<file path="src/rtl/multicycle_controller.sv">
// Control unit for the multi-cycle RV32I core: main FSM, ALU decoder,
// memory-ready handshake and retired-instruction counter.
module multicycle_controller #(
  parameter int unsigned INSTRET_W = 32
) (
  input  logic                 clk,
  input  logic                 rst_n,
  input  logic [6:0]           Op,
  input  logic [2:0]           funct3,
  input  logic                 funct7b5,
  input  logic                 Zero,
  input  logic                 mem_ready,
  output logic                 PCWrite,
  output logic                 AdrSrc,
  output logic                 MemWrite,
  output logic                 IRWrite,
  output logic                 RegWrite,
  output logic [1:0]           ResultSrc,
  output logic [1:0]           ALUSrcA,
  output logic [1:0]           ALUSrcB,
  output logic [1:0]           ImmSrc,
  output logic [2:0]           ALUControl,
  output logic                 illegal_op,
  output logic [INSTRET_W-1:0] instret
);

  localparam logic [6:0] OP_LW   = 7'b0000011;
  localparam logic [6:0] OP_SW   = 7'b0100011;
  localparam logic [6:0] OP_R    = 7'b0110011;
  localparam logic [6:0] OP_IALU = 7'b0010011;
  localparam logic [6:0] OP_BEQ  = 7'b1100011;
  localparam logic [6:0] OP_JAL  = 7'b1101111;

  typedef enum logic [3:0] {
    S_FETCH, S_DECODE, S_MEMADR, S_MEMREAD, S_MEMWB, S_MEMWRITE,
    S_EXECUTER, S_EXECUTEI, S_ALUWB, S_BEQ, S_JAL
  } state_t;

  state_t      state, state_next;
  logic [1:0]  alu_op;
  logic        pc_write, mem_write, ir_write, reg_write, illegal;
  logic        retire;

  // State register; reset parks the FSM in FETCH
  always_ff @(posedge clk or negedge rst_n) begin
    if (!rst_n) state <= S_FETCH;
    else        state <= state_next;
  end

  // Next-state and Moore/Mealy control outputs
  always_comb begin
    state_next = state;
    pc_write   = 1'b0;
    mem_write  = 1'b0;
    ir_write   = 1'b0;
    reg_write  = 1'b0;
    illegal    = 1'b0;
    AdrSrc     = 1'b0;
    ResultSrc  = 2'b00;
    ALUSrcA    = 2'b00;
    ALUSrcB    = 2'b00;
    alu_op     = 2'b00;
    case (state)
      S_FETCH: begin
        ALUSrcB   = 2'b10;
        ResultSrc = 2'b10;
        ir_write  = mem_ready;
        pc_write  = mem_ready;
        if (mem_ready) state_next = S_DECODE;
      end
      S_DECODE: begin
        ALUSrcA = 2'b01;
        ALUSrcB = 2'b01;
        case (Op)
          OP_LW, OP_SW: state_next = S_MEMADR;
          OP_R:         state_next = S_EXECUTER;
          OP_IALU:      state_next = S_EXECUTEI;
          OP_BEQ:       state_next = S_BEQ;
          OP_JAL:       state_next = S_JAL;
          default: begin
            state_next = S_FETCH;
            illegal    = 1'b1;
          end
        endcase
      end
      S_MEMADR: begin
        ALUSrcA    = 2'b10;
        ALUSrcB    = 2'b01;
        state_next = Op[5] ? S_MEMWRITE : S_MEMREAD;
      end
      S_MEMREAD: begin
        AdrSrc = 1'b1;
        if (mem_ready) state_next = S_MEMWB;
      end
      S_MEMWB: begin
        ResultSrc  = 2'b01;
        reg_write  = 1'b1;
        state_next = S_FETCH;
      end
      S_MEMWRITE: begin
        AdrSrc    = 1'b1;
        mem_write = 1'b1;
        if (mem_ready) state_next = S_FETCH;
      end
      S_EXECUTER: begin
        ALUSrcA    = 2'b10;
        alu_op     = 2'b10;
        state_next = S_ALUWB;
      end
      S_EXECUTEI: begin
        ALUSrcA    = 2'b10;
        ALUSrcB    = 2'b01;
        alu_op     = 2'b10;
        state_next = S_ALUWB;
      end
      S_ALUWB: begin
        reg_write  = 1'b1;
        state_next = S_FETCH;
      end
      S_BEQ: begin
        ALUSrcA    = 2'b10;
        alu_op     = 2'b01;
        pc_write   = Zero;
        state_next = S_FETCH;
      end
      S_JAL: begin
        ALUSrcA    = 2'b01;
        ALUSrcB    = 2'b10;
        pc_write   = 1'b1;
        state_next = S_ALUWB;
      end
      default: state_next = S_FETCH;
    endcase
  end

  // Strobes are held low for as long as reset is asserted
  assign PCWrite    = pc_write  & rst_n;
  assign MemWrite   = mem_write & rst_n;
  assign IRWrite    = ir_write  & rst_n;
  assign RegWrite   = reg_write & rst_n;
  assign illegal_op = illegal   & rst_n;

  // Immediate format follows the opcode in every state
  always_comb begin
    ImmSrc = 2'b00;
    case (Op)
      OP_SW:   ImmSrc = 2'b01;
      OP_BEQ:  ImmSrc = 2'b10;
      OP_JAL:  ImmSrc = 2'b11;
      default: ImmSrc = 2'b00;
    endcase
  end

  // ALU decoder
  always_comb begin
    ALUControl = 3'b000;
    case (alu_op)
      2'b01: ALUControl = 3'b001;
      2'b10: begin
        case (funct3)
          3'b000:  ALUControl = (Op[5] & funct7b5) ? 3'b001 : 3'b000;
          3'b010:  ALUControl = 3'b101;
          3'b110:  ALUControl = 3'b011;
          3'b111:  ALUControl = 3'b010;
          default: ALUControl = 3'b000;
        endcase
      end
      default: ALUControl = 3'b000;
    endcase
  end

  // An instruction retires on the final cycle of its writeback/commit state
  assign retire = (state == S_MEMWB) || (state == S_ALUWB) || (state == S_BEQ) ||
                  ((state == S_MEMWRITE) && mem_ready);

  // Retired-instruction counter, wraps naturally
  always_ff @(posedge clk or negedge rst_n) begin
    if (!rst_n)      instret <= '0;
    else if (retire) instret <= instret + INSTRET_W'(1);
  end

endmodule

</file>
<file path="config.mk">
export PLATFORM = sky130hd
export DESIGN_NAME = multicycle_controller
export DESIGN_NICKNAME = d
export VERILOG_FILES = /design/src/rtl/multicycle_controller.sv
export SDC_FILE = /design/constraint.sdc
export NUM_CORES = 1
export LEC_CHECK = 0
export ABC_AREA = 1
export CAP_MARGIN = 25
export CORE_ASPECT_RATIO = 1.2
export CORE_MARGIN = 2
export CORE_UTILIZATION = 45
export CTS_CLUSTER_DIAMETER = 120
export DETAILED_ROUTE_END_ITERATION = 10
export PLACE_DENSITY = 0.77
export SLEW_MARGIN = 25
export SYNTH_ARGS = -nofsm -noshare
export SYNTH_HDL_FRONTEND = slang
export SYNTH_SLANG_ARGS = --single-unit
</file>
<file path="constraint.sdc">
create_clock -name clk -period 2.1 [get_ports clk]
set_input_delay 0.63 -clock clk [delete_from_list [all_inputs] [get_ports clk]]
set_output_delay 0.63 -clock clk [all_outputs]
set_load 0.005 [all_outputs]
</file>
Word level (Yosys, flattened, before mapping)

Cells that the tools add are included.

Output and inout port bits: 49
Bits of input ports: 15
Word-level logic and storage cells: 71
Register bits: 36

Equality and inequality tests: 24
Mux-type cells: 21
Bitwise operators: 6
Reductions and logical operators: 17
Add/sub/neg operators: 1

Operator list:

| operator                | number |
|---|---|
| $add A32 B1 Y32 const B | 1 |
| $pmux W4 S6             | 1 |
| $pmux W4 S5             | 1 |
| $eq A4 B3 Y1 const B    | 4 |
| $pmux W2 S2             | 4 |
| $eq A7 B6 Y1 const B    | 2 |
| $eq A7 B7 Y1 const B    | 2 |
| $eq A4 B4 Y1 const B    | 3 |
| $mux W4                 | 3 |
| $pmux W3 S4             | 1 |
| $reduce_or A2 Y1        | 6 |
| $eq A4 B2 Y1 const B    | 2 |
| $eq A7 B2 Y1 const B    | 1 |
| $eq A7 B5 Y1 const B    | 1 |
| $mux W1                 | 7 |
| $and A1 B1 Y1           | 6 |
| $eq A3 B3 Y1 const B    | 2 |
| $ne A2 B2 Y1 const B    | 3 |
| $pmux W2 S3             | 1 |
| $pmux W3 S2             | 1 |
| $reduce_or A3 Y1        | 2 |
| $reduce_or A6 Y1        | 1 |
| $eq A4 B1 Y1 const B    | 1 |
| $logic_not A4 Y1        | 1 |
| 10 further kinds        | 12 |

Logic depth before layout (Yosys ltp)

Gate-level depths: netlist (run 1).

Depth after elaboration: 5
Gate-level depth with buffers: 10
Gate-level depth less buffers: 10

Worst setup path after synthesis (run 1)

No wires, ideal clock.

Path type: register to output
From: register state[0]
To: output ALUControl[2]
Buffers on the path: 0
Stages on the path, launching flop included: 8
Setup slack: 144 ps
Data arrival time: 1326 ps
Required time: 1470 ps
Path through: dfrtp_1 > inv_2 > nor2_2 > nand2_2 > ha_1 > nor2_1 > inv_1 > nor4_1

Word-level cells in the longest chain between the ends: 5
Elaborated cells on any way between the ends: 8
Those cells by class: 5 x eq/ne; 2 x mux; 1 x reduce/logical

RTL lines:

| what                                         | RTL line | source |
|---|---|---|
| start, declared                              | 39       | `state_t state, state_next;` |
| start signal, assigned                       | 47       | `else state <= state_next;` |
| $eq A4 B3 Y1                                 | 63       | `case (state)` |
| $reduce_or A2 Y1 (no line)                   | --       |  |
| $pmux W2 S2 *                                | 63       |  |
| $eq A2 B2 Y1 or $eq A2 B1 Y1 (tied branches) | 157      | `case (alu_op)` |
| $pmux W3 S2 *                                | 157      |  |
| end, declared                                | 22       | `output logic [2:0] ALUControl,` |

Mark *: on every way between the ends. The rest lies on a longest branch, timed or not.

Final worst setup path (run 1)

From: register state[3]
To: output ALUControl[2]

Same word-level chain as after synthesis.

==> flow_summary.yaml, run 1 <==
status:
  outcome: "finished, violations left"
  violations: "negative setup slack"
pwr:
  finalPower_mw: 2.34
  power_switching_mw: 0.796
  pwr-share-seq_pct: 33.8
  irDropWorstVdd_uv: 357
  power.share.clock_pct: 26.2
  switching_share_pct: 33.9
  p_comb_share_pct: 40.0
  p_int_mw: 1.55
  leakagePower_nw: 1.91
  p_per_area_mw_per_mm2: 588
route:
  drt-initial-drc-count: 225
  num_vias: 3113
  wl_per_cell_um: 14.6
  wirelength_mm: 8.70
  dr.pass1.iters: 4
  viasPerCell: 5.22
  detail-route-antenna-nets: 0
  drc_errors: 0
cts:
  cts.path.max_buffers: 2
  cts.clk_slew.worst_paths_ns: 0.08
  cts.sinks: 36
  ctsHoldBuffers: 0
  cts_tree: "done"
  cts-root-buf: "clkbuf_8"
  cts_max_level: 2
  clk_latency_ns: 0.29
  cts_buffers: 5
logic_synthesis:
  ys_types: 32
  synth.yosys.warnings: 0
  syn_area_per_cell_um2: 6.34
  ys_ff_latch: 36
  synth_cells: 406
  synth_seq_area_share_pct: 35.0
  syn_nets: 424
  synth_top_area_cell: "dfrtp_1"
  synth_area_mm2: 0.00257
  yosys-top-cells-area: "dfrtp_1 (35%), nand2_1 (25%), nor2_1 (8.9%)"
  yosysTopAreaCellShare_pct: 35.0
floorplan:
  io_pins: 64
  die_width_um: 73.1
  die-area_mm2: 0.00635
  die_y_um: 86.9
  start_util_pct: 46.0
  core.rowCount: 30
  core_region_area_mm2: 0.00559
placed_design:
  placed_cell_area_mm2: 0.00347
  port_buffers: 63
  place_ws_ns: -0.844
  gp_congestion: 0.883
  dpl.hpwl_mm: 5.69
global_route:
  grt_max_degree: 37
  grt.overflow.total: 0
  grt_pass1_vias: 2882
  grt_pass1_wl_mm: 12.7
  grt_usage_pct: 25.6
  antenna_found_initial: 0
sta:
  finalWorstSetupSlack_ns: -0.307
  timing.final.crit_share_pct: 115
  relSlewSlack_pct: 67.3
  hold_viol_final: 0
  finalSetupTns_ns: -1.51
  clock_skew_ns: 0.0108
  rsz0062_at_grt: "true"
  setup_viol: 13
  fin_crit_ns: 2.41
  report.final.slew_viol_count: 0
  fmax_mhz: 415
  tightest_slew_ns: 0.491
setup_path:
  required_ns: 1.47
  startpoint_type: "register"
  end_kind: "primary output"
  critPathKind: "reg -> out"
  arrival_ns: 1.78
  crit_fanout: 3
cells_and_area:
  finalNetCount: 549
  final_common_cell: "nand2_1"
  stdcell_area_mm2: 0.00398
  syn_to_final_growth_pct: 54.7
  layout_common_cells: "nand2_1 (154), nor2_1 (52), buf_4 (52)"
  fillers: 431
  n_antenna_cell: 0
  drive_gt1_share_pct: 30.1
worst_hold_path:
  hold_class: "in -> async"
job:
  maxCapViolCount: 0
## repair_timing
action / CTS / global route
gates resized for setup: 124 / 51
pin swaps: 16 / 22
buffers inserted: 19 / 13
endpoints found under the setup margin: 17 / 17
## registers in the layout (all words and copies together), names as in the netlist
signal	flops
state	4
instret	32
## metal layers
metal | part of all wire (%) | vias to the layer above | routed length (um) | track usage (%)
li1 | - | 1500 | - | -
met1 | 39 | 1452 | 3420 | 28.8
met2 | 51 | 122 | 4440 | 46.1
met3 | 4.9 | 39 | 428 | 3.82
met4 | 4.6 | 0 | 402 | 12.6
met5 | 0 | - | 0 | 0
## layout make-up
type / count / area [um^2] / share of cell area (%)
well taps: 64 / 80.1 / 2.01
repair buffers: 122 / 1030 / 25.8
clock buffers: 6 / 72.6 / 1.82
multi-input cells: 316 / 1680 / 42.1
inverters: 50 / 190 / 4.77
clock inverters: 2 / 35.0 / 0.879
flip-flops and latches: 36 / 902 / 22.6
## worst max-delay path, cell delays in order, from the launching register on
cell	delay [ns]
dfrtp_1	0.43
inv_2	0.08
nand2_2	0.07
nor2_4	0.18
ha_4	0.17
inv_1	0.06
nor2_4	0.10
inv_2	0.05
nor4_4	0.19
buf_2	0.15
## Yosys cell counts (all sizes together)
| library cell | n |
|---|---|
| nor3 | 5 |
| inv | 50 |
| a21oi | 2 |
| o221ai | 1 |
| o22ai | 1 |
| nor2 | 70 |
| a21boi | 1 |
| nand3 | 23 |
| buf | 4 |
| xor2 | 3 |
| dfrtp | 36 |
| ha | 3 |
| a31oi | 1 |
| xnor2 | 8 |
| o21bai | 1 |
| nand4 | 5 |
| nor4 | 1 |
| and3b | 1 |
| o21ai | 8 |
| o311ai | 1 |
| nand2 | 179 |
| nand3b | 2 |
## power by group through the flow
stage / clock (mW) / combinational [mW] / sequential, mW
floorplan: 0 / 0.281 / 0.805
global route: 0.649 / 1.02 / 0.798
CTS: 0.622 / 0.822 / 0.789
global placement: 0 / 0.708 / 0.799
detailed placement: 0 / 0.723 / 0.801
finish: 0.615 / 0.937 / 0.792
## path summary, 6_finish.rpt
path | slack (ns) | to | depth (start not counted) | startpoint
setup / recovery | -0.31 | ALUControl[2] | 9 | state[3]$_DFFE_PN0P_
hold / removal | 0.39 | state[3]$_DFFE_PN0P_ | 2 | rst_n
setup reg to reg | 0.27 | instret[10]$_DFFE_PN0P_ | 12 | state[1]$_DFFE_PN0P_
hold reg to reg | 0.52 | instret[7]$_DFFE_PN0P_ | 1 | instret[7]$_DFFE_PN0P_
max in group asynchronous | 1.36 | state[1]$_DFFE_PN0P_ | 2 | rst_n
min in group clk | 0.52 | instret[7]$_DFFE_PN0P_ | 1 | instret[7]$_DFFE_PN0P_
## cells by family (layout without fill, tap and decap cells)
family	count (synthesis)	after routing	share of synthesized area [%]
xor+xnor	11	11	3.74
flops	36	36	35.0
simple gates	286	286	47.1
buf+inv	54	180	8.99
fa+ha+maj	3	3	1.46
compound gates	16	16	3.69
## metrics by stage
stage / cells / hold WS, ns / utilization (%)
after floorplan: 406 / 0.334 / -
after global routing: 596 / 0.432 / 71.2
after detailed placement: 558 / 0.513 / 62.0
after CTS: 585 / 0.406 / 68.2
after global placement: 558 / 0.505 / 62.0
final: 596 / 0.391 / 71.2
Note: power is estimated with default switching activity, not from simulation.
==> run 2: changes to the inputs <==
--- a/config.mk
+++ b/config.mk
@@ -6,7 +6,6 @@
 export NUM_CORES = 1
 export LEC_CHECK = 0
 export ABC_AREA = 1
-export CAP_MARGIN = 25
 export CORE_ASPECT_RATIO = 1.2
 export CORE_MARGIN = 2
 export CORE_UTILIZATION = 45
==> results of run 2 <==
Final layout, timing and power as in run 1 (identical DEF).
==> run 3: changes to the inputs <==
--- a/config.mk
+++ b/config.mk
@@ -10,6 +10,7 @@
 export CORE_MARGIN = 2
 export CORE_UTILIZATION = 45
 export CTS_CLUSTER_DIAMETER = 120
+export CTS_CLUSTER_SIZE = 24
 export DETAILED_ROUTE_END_ITERATION = 10
 export PLACE_DENSITY = 0.77
 export SLEW_MARGIN = 25
==> constraint.sdc (replaced) <==
create_clock -name clk -period 2.9 [get_ports clk]
set_input_delay 0.87 -clock clk [delete_from_list [all_inputs] [get_ports clk]]
set_output_delay 0.87 -clock clk [all_outputs]
set_load 0.005 [all_outputs]
==> run 3 against run 2 <==
  * The flow now finishes without violations
  * Routed wire length down 21%
  * Die area unchanged
  * Sequential power down 28%
  * Combinational power down 53%
==> flow_summary.yaml, run 3 (synthesized netlist as in run 1, its figures left out) <==
sta:
  setup_viol: 0
  fmax_mhz: 353
  timing.final.crit_share_pct: 97.6
  tightest_slew_ns: 0.453
  report.final.slew_viol_count: 0
  clock_skew_ns: 0.00647
  hold_viol_final: 0
  fin_crit_ns: 2.83
  relSlewSlack_pct: 69.8
  finalSetupTns_ns: 0
  whs_ns: 0.524
route:
  wirelength_mm: 6.88
  detail-route-antenna-nets: 0
  viasPerCell: 5.06
  dr.pass1.iters: 4
  drt-initial-drc-count: 164
  num_vias: 2788
  drc_errors: 0
  wl_per_cell_um: 12.5
placed_design:
  gp_congestion: 0.866
  dpl.hpwl_mm: 5.39
  dp.cells: 543
  port_buffers: 63
cells_and_area:
  largest_reg_flops: 32
  stdcell_count: 551
  regMostFlops: "instret"
  syn_to_final_growth_pct: 34.5
  finalNetCount: 505
  top_regs: "instret: 32 flops, state: 4 flops"
  drive_gt1_share_pct: 11.9
  final_common_cell: "nand2_1"
  layout_common_cells: "nand2_1 (166), nor2_1 (60), clkdlybuf4s50_1 (47)"
  n_antenna_cell: 0
  fillers: 560
floorplan:
  start_util_pct: 46.0
  die_width_um: 73.1
  core_region_area_mm2: 0.00559
  die-area_mm2: 0.00635
  die_y_um: 86.9
  io_pins: 64
  core.rowCount: 30
worst_hold_path:
  min_path_cells: 1
  hold_class: "reg -> reg"
setup_path:
  crit_fanout: 2
  slowest_delay_ns: 0.48
  required_ns: 2.03
  startpoint_type: "input pin"
  worstPathCellList: "clkdlybuf4s50_1, inv_1, o21ai_0, a21oi_1, nor2_1, clkdlybuf4s15_1"
  end_kind: "primary output"
  arrival_ns: 1.96
  reg2reg_depth: 9
  crit_path_top_delay_cell: "clkdlybuf4s50_1"
  critPathKind: "in -> out"
job:
  maxCapViolCount: 0
global_route:
  antenna_found_initial: 0
  grt.overflow.total: 0
  grt_pass1_vias: 2614
  grt_pass1_wl_mm: 11.4
  grt_max_degree: 37
  grt_usage_pct: 22.7
cts:
  cts_max_level: 2
  clk_latency_ns: 0.29
  cts_tree: "done"
  cts_buffers: 5
  cts.clk_slew.worst_paths_ns: 0.06
  cts.path.max_buffers: 2
  ctsHoldBuffers: 0
  cts.sinks: 36
  cts-root-buf: "clkbuf_8"
status:
  outcome: "complete, no violations"
pwr:
  finalPower_mw: 1.35
  leakagePower_nw: 1.63
  p_per_area_mw_per_mm2: 390
  irDropWorstVdd_uv: 216
==> run 3: cell types whose count changed in the layout (fill, tap and decap cells not counted), moves of 2 or more <==
cell,change
buf_4,-37
buf_2,-13
clkdlybuf4s50_1,+12
nand2_1,+12
inv_1,+11
buf_6,-10
inv_2,-10
nor2_1,+8
nor2_4,-8
dlygate4sd2_1,+7
nand2_4,-7
nand2_2,-5
clkbuf_2,-2
nand3_1,+2
==> run 3: path summary, 6_finish.rpt <==
kind	end	startpoint	slack, ns
worst max-delay path	ALUControl[0]	funct3[1]	0.07
worst min-delay path	instret[8]$_DFFE_PN0P_	instret[8]$_DFFE_PN0P_	0.52
worst max register to register	instret[12]$_DFFE_PN0P_	state[3]$_DFFE_PN0P_	1.13
worst min register to register	instret[8]$_DFFE_PN0P_	instret[8]$_DFFE_PN0P_	0.52
max in group asynchronous	state[1]$_DFFE_PN0P_	rst_n	1.92
min in group asynchronous	instret[20]$_DFFE_PN0P_	rst_n	0.63
==> run 3: metal layers <==
metal,vias to the layer above,wire length [um],track usage (%)
met1,1301,2890,27.1
li1,1403,-,-
met5,-,0,0
met3,13,336,4.28
met2,71,3520,40.1
met4,0,132,7.74
==> run 3: stage by stage <==
step           instance area (um^2)  utilization [%]  setup WS (ns)
3_3_place_gp                   3340             59.8         -0.399
3_5_place_dp                   3340             59.8         -0.507
6_report                       3460             61.9         0.0696
5_1_grt                        3460             61.9       -0.00836
4_1_cts                        3450             61.7        0.00156
2_1_floorplan                  2570                -          0.607
==> run 3: power breakdown <==
group	internal [mW]	total [mW]	switching (mW)
Clock	0.163	0.336	0.173
Sequential	0.533	0.571	0.0384
Combinational	0.212	0.443	0.231
==> run 3: repair_timing <==
action / CTS / global route
cloned: 0 / 0
pin swaps: 7 / 2
endpoints found under the setup margin: 7 / 7
buffers inserted: 1 / 0
gates resized for setup: 29 / 9
==> run 3: layout make-up <==
class	instances	area, um^2	area share, %
clock buffer	6	72.6	2.09
clock inverter	1	5.00	0.144
inverter	50	188	5.42
multi-input combinational	316	1490	43.1
sequential	36	902	26.0
tap	64	80.1	2.31
timing repair buffer	78	724	20.9
==> run 3: critical path, delay by kind of cell <==
kind / cells / cell delay (ns)
buffers and inverters: 3 / 0.75
AO/OA/AOI/OAI: 2 / 0.22
AND/OR/NAND/NOR: 1 / 0.11
==> RTL change: new RTL, flow settings as in run 1 <==
Re-encode `state_t` (11 states) as one-hot, 11 bits wide.
--- a/src/rtl/multicycle_controller.sv
+++ b/src/rtl/multicycle_controller.sv
@@ -31,9 +31,9 @@
   localparam logic [6:0] OP_BEQ  = 7'b1100011;
   localparam logic [6:0] OP_JAL  = 7'b1101111;
 
-  typedef enum logic [3:0] {
-    S_FETCH, S_DECODE, S_MEMADR, S_MEMREAD, S_MEMWB, S_MEMWRITE,
-    S_EXECUTER, S_EXECUTEI, S_ALUWB, S_BEQ, S_JAL
+  typedef enum logic [10:0] {
+    S_FETCH = 11'b00000000001, S_DECODE = 11'b00000000010, S_MEMADR = 11'b00000000100, S_MEMREAD = 11'b00000001000, S_MEMWB = 11'b00000010000, S_MEMWRITE = 11'b00000100000,
+    S_EXECUTER = 11'b00001000000, S_EXECUTEI = 11'b00010000000, S_ALUWB = 11'b00100000000, S_BEQ = 11'b01000000000, S_JAL = 11'b10000000000
   } state_t;
 
   state_t      state, state_next;
Formal check against the unedited RTL: no difference found for any inputs over 10 cycles, from zero or initial values and one cycle with rst_n low; not proved beyond that.
==> RTL change against run 1 <==
The run still ends with negative setup slack left; design area increased by 16%; sequential cell count increased by 7; worst setup slack got worse by 210 ps; utilization increased by 0.24 points; sequential share of layout area increased by 0.62 points; global-route usage increased by 1.9 points; area after synthesis increased by 19%; routed wire length increased by 18%; combinational power decreased by 20%; power decreased by 6.5%; largest cell class unchanged; largest power group is now registers.
==> RTL change: results (changes against run 1) <==
<table>
<tr><th>Metric</th><th>Value</th></tr>
<tr><th colspan="2">Outcome</th></tr>
<tr><td>Result of the run</td><td>complete, but fails checks (unchanged)</td></tr>
<tr><td>Violated checks</td><td>negative setup slack (unchanged)</td></tr>
<tr><th colspan="2">Global route</th></tr>
<tr><td>Met2 demand-to-capacity share in global routing</td><td>52.82% (was 46.11%)</td></tr>
<tr><td>Met1 Track Usage GR</td><td>28.48% (was 28.83%)</td></tr>
<tr><td>Number of global-route vias before repair</td><td>3,492 (was 2,882)</td></tr>
<tr><td>Global routing met3 resource utilization</td><td>4.615% (was 3.819%)</td></tr>
<tr><th colspan="2">Finish</th></tr>
<tr><td>Share of final-layout standard cells stronger than drive strength 1</td><td>29.62% (was 30.08%)</td></tr>
<tr><td>Filler instances</td><td>545 (was 431)</td></tr>
<tr><td>Layout Nets</td><td>628 (was 549)</td></tr>
<tr><td>Non-Filler Instances</td><td>696 (was 596)</td></tr>
<tr><td>Registers with the most flip-flops</td><td>instret (32), state (11) (was instret (32), state (4))</td></tr>
<tr><td>Multi-input logic portion of the cell area</td><td>43.86% (was 42.09%)</td></tr>
<tr><td>Multi-Input Combinational</td><td>380 (was 316)</td></tr>
<tr><td>Buffers outside the clock class</td><td>136 (was 122)</td></tr>
<tr><th colspan="2">STA</th></tr>
<tr><td>Final setup viols</td><td>16 (was 13)</td></tr>
<tr><td>Max-Slew Margin vs Limit</td><td>63.79% (was 67.26%)</td></tr>
<tr><td>Total negative slack for setup checks</td><td>-3504 ps (was -1513 ps)</td></tr>
<tr><td>Final setup slack of the worst path</td><td>-517.8 ps (was -307.3 ps)</td></tr>
<tr><th colspan="2">Synth</th></tr>
<tr><td>Mapped Cells</td><td>476 (was 406)</td></tr>
<tr><td>Sequential share of the synthesized area</td><td>35.24% (was 34.99%)</td></tr>
<tr><td>Summed instance area of the synthesized netlist</td><td>3057 um^2 (was 2575 um^2)</td></tr>
<tr><th colspan="2">Critical path</th></tr>
<tr><td>Slowest cell delay on critical path</td><td>400 ps (was 430 ps)</td></tr>
<tr><td>Max FO, Critical Path</td><td>2 (was 3)</td></tr>
<tr><td>Arrival time of data at the critical path endpoint</td><td>1990 ps (was 1780 ps)</td></tr>
<tr><th colspan="2">Drt</th></tr>
<tr><td>Avg Vias per Cell</td><td>5.180 (was 5.223)</td></tr>
<tr><td>Met3 Wirelength</td><td>415 um (was 428 um)</td></tr>
<tr><td>Number of DRC violations after detailed-routing iteration 0</td><td>210 (was 225)</td></tr>
<tr><td>Post-Route WL</td><td>10,290 um (was 8697 um)</td></tr>
<tr><th colspan="2">Pwr</th></tr>
<tr><td>Worst vdd ir</td><td>651.7 uV (was 357.0 uV)</td></tr>
<tr><td>Leakage power</td><td>2.287 nW (was 1.906 nW)</td></tr>
<tr><td>Power density over the cells</td><td>473.1 nW/um^2 (was 588.5 nW/um^2)</td></tr>
<tr><td>Internal power contribution</td><td>1.493 mW (was 1.549 mW)</td></tr>
<tr><th colspan="2">Placement</th></tr>
<tr><td>HPWL after detailed placement</td><td>7028 um (was 5694 um)</td></tr>
</table>
RTL change: cell count changes after synthesis, moves of 5 or more:
cell / delta
sky130_fd_sc_hd__nor3_1: +11
sky130_fd_sc_hd__nand2_1: +23
sky130_fd_sc_hd__nand3b_1: +5
sky130_fd_sc_hd__nand3_1: +23
sky130_fd_sc_hd__dfrtp_1: +6
sky130_fd_sc_hd__nor2_1: +8
sky130_fd_sc_hd__xnor2_1: -5
sky130_fd_sc_hd__xor2_1: +10
RTL change: path summary, 6_finish.rpt:
check	end	slack, ps	depth (start not counted)
min in group clk	instret[1]$_DFFE_PN0P_	560	2
min reg2reg	instret[1]$_DFFE_PN0P_	560	2
max in group asynchronous	state[7]$_DFFE_PN0P_	1240	2
max reg2reg	state[0]$_DFFE_PN1P_	210	14
max	ALUControl[2]	-520	9
min	instret[12]$_DFFE_PN0P_	460	2
RTL change: repair_timing:
item                                    4_1_cts  5_1_grt
endpoints found under the setup margin       17       18
gates resized for setup                     131       65
setup buffers                                25       12
pin swaps                                    26       20
cloned                                        0        0
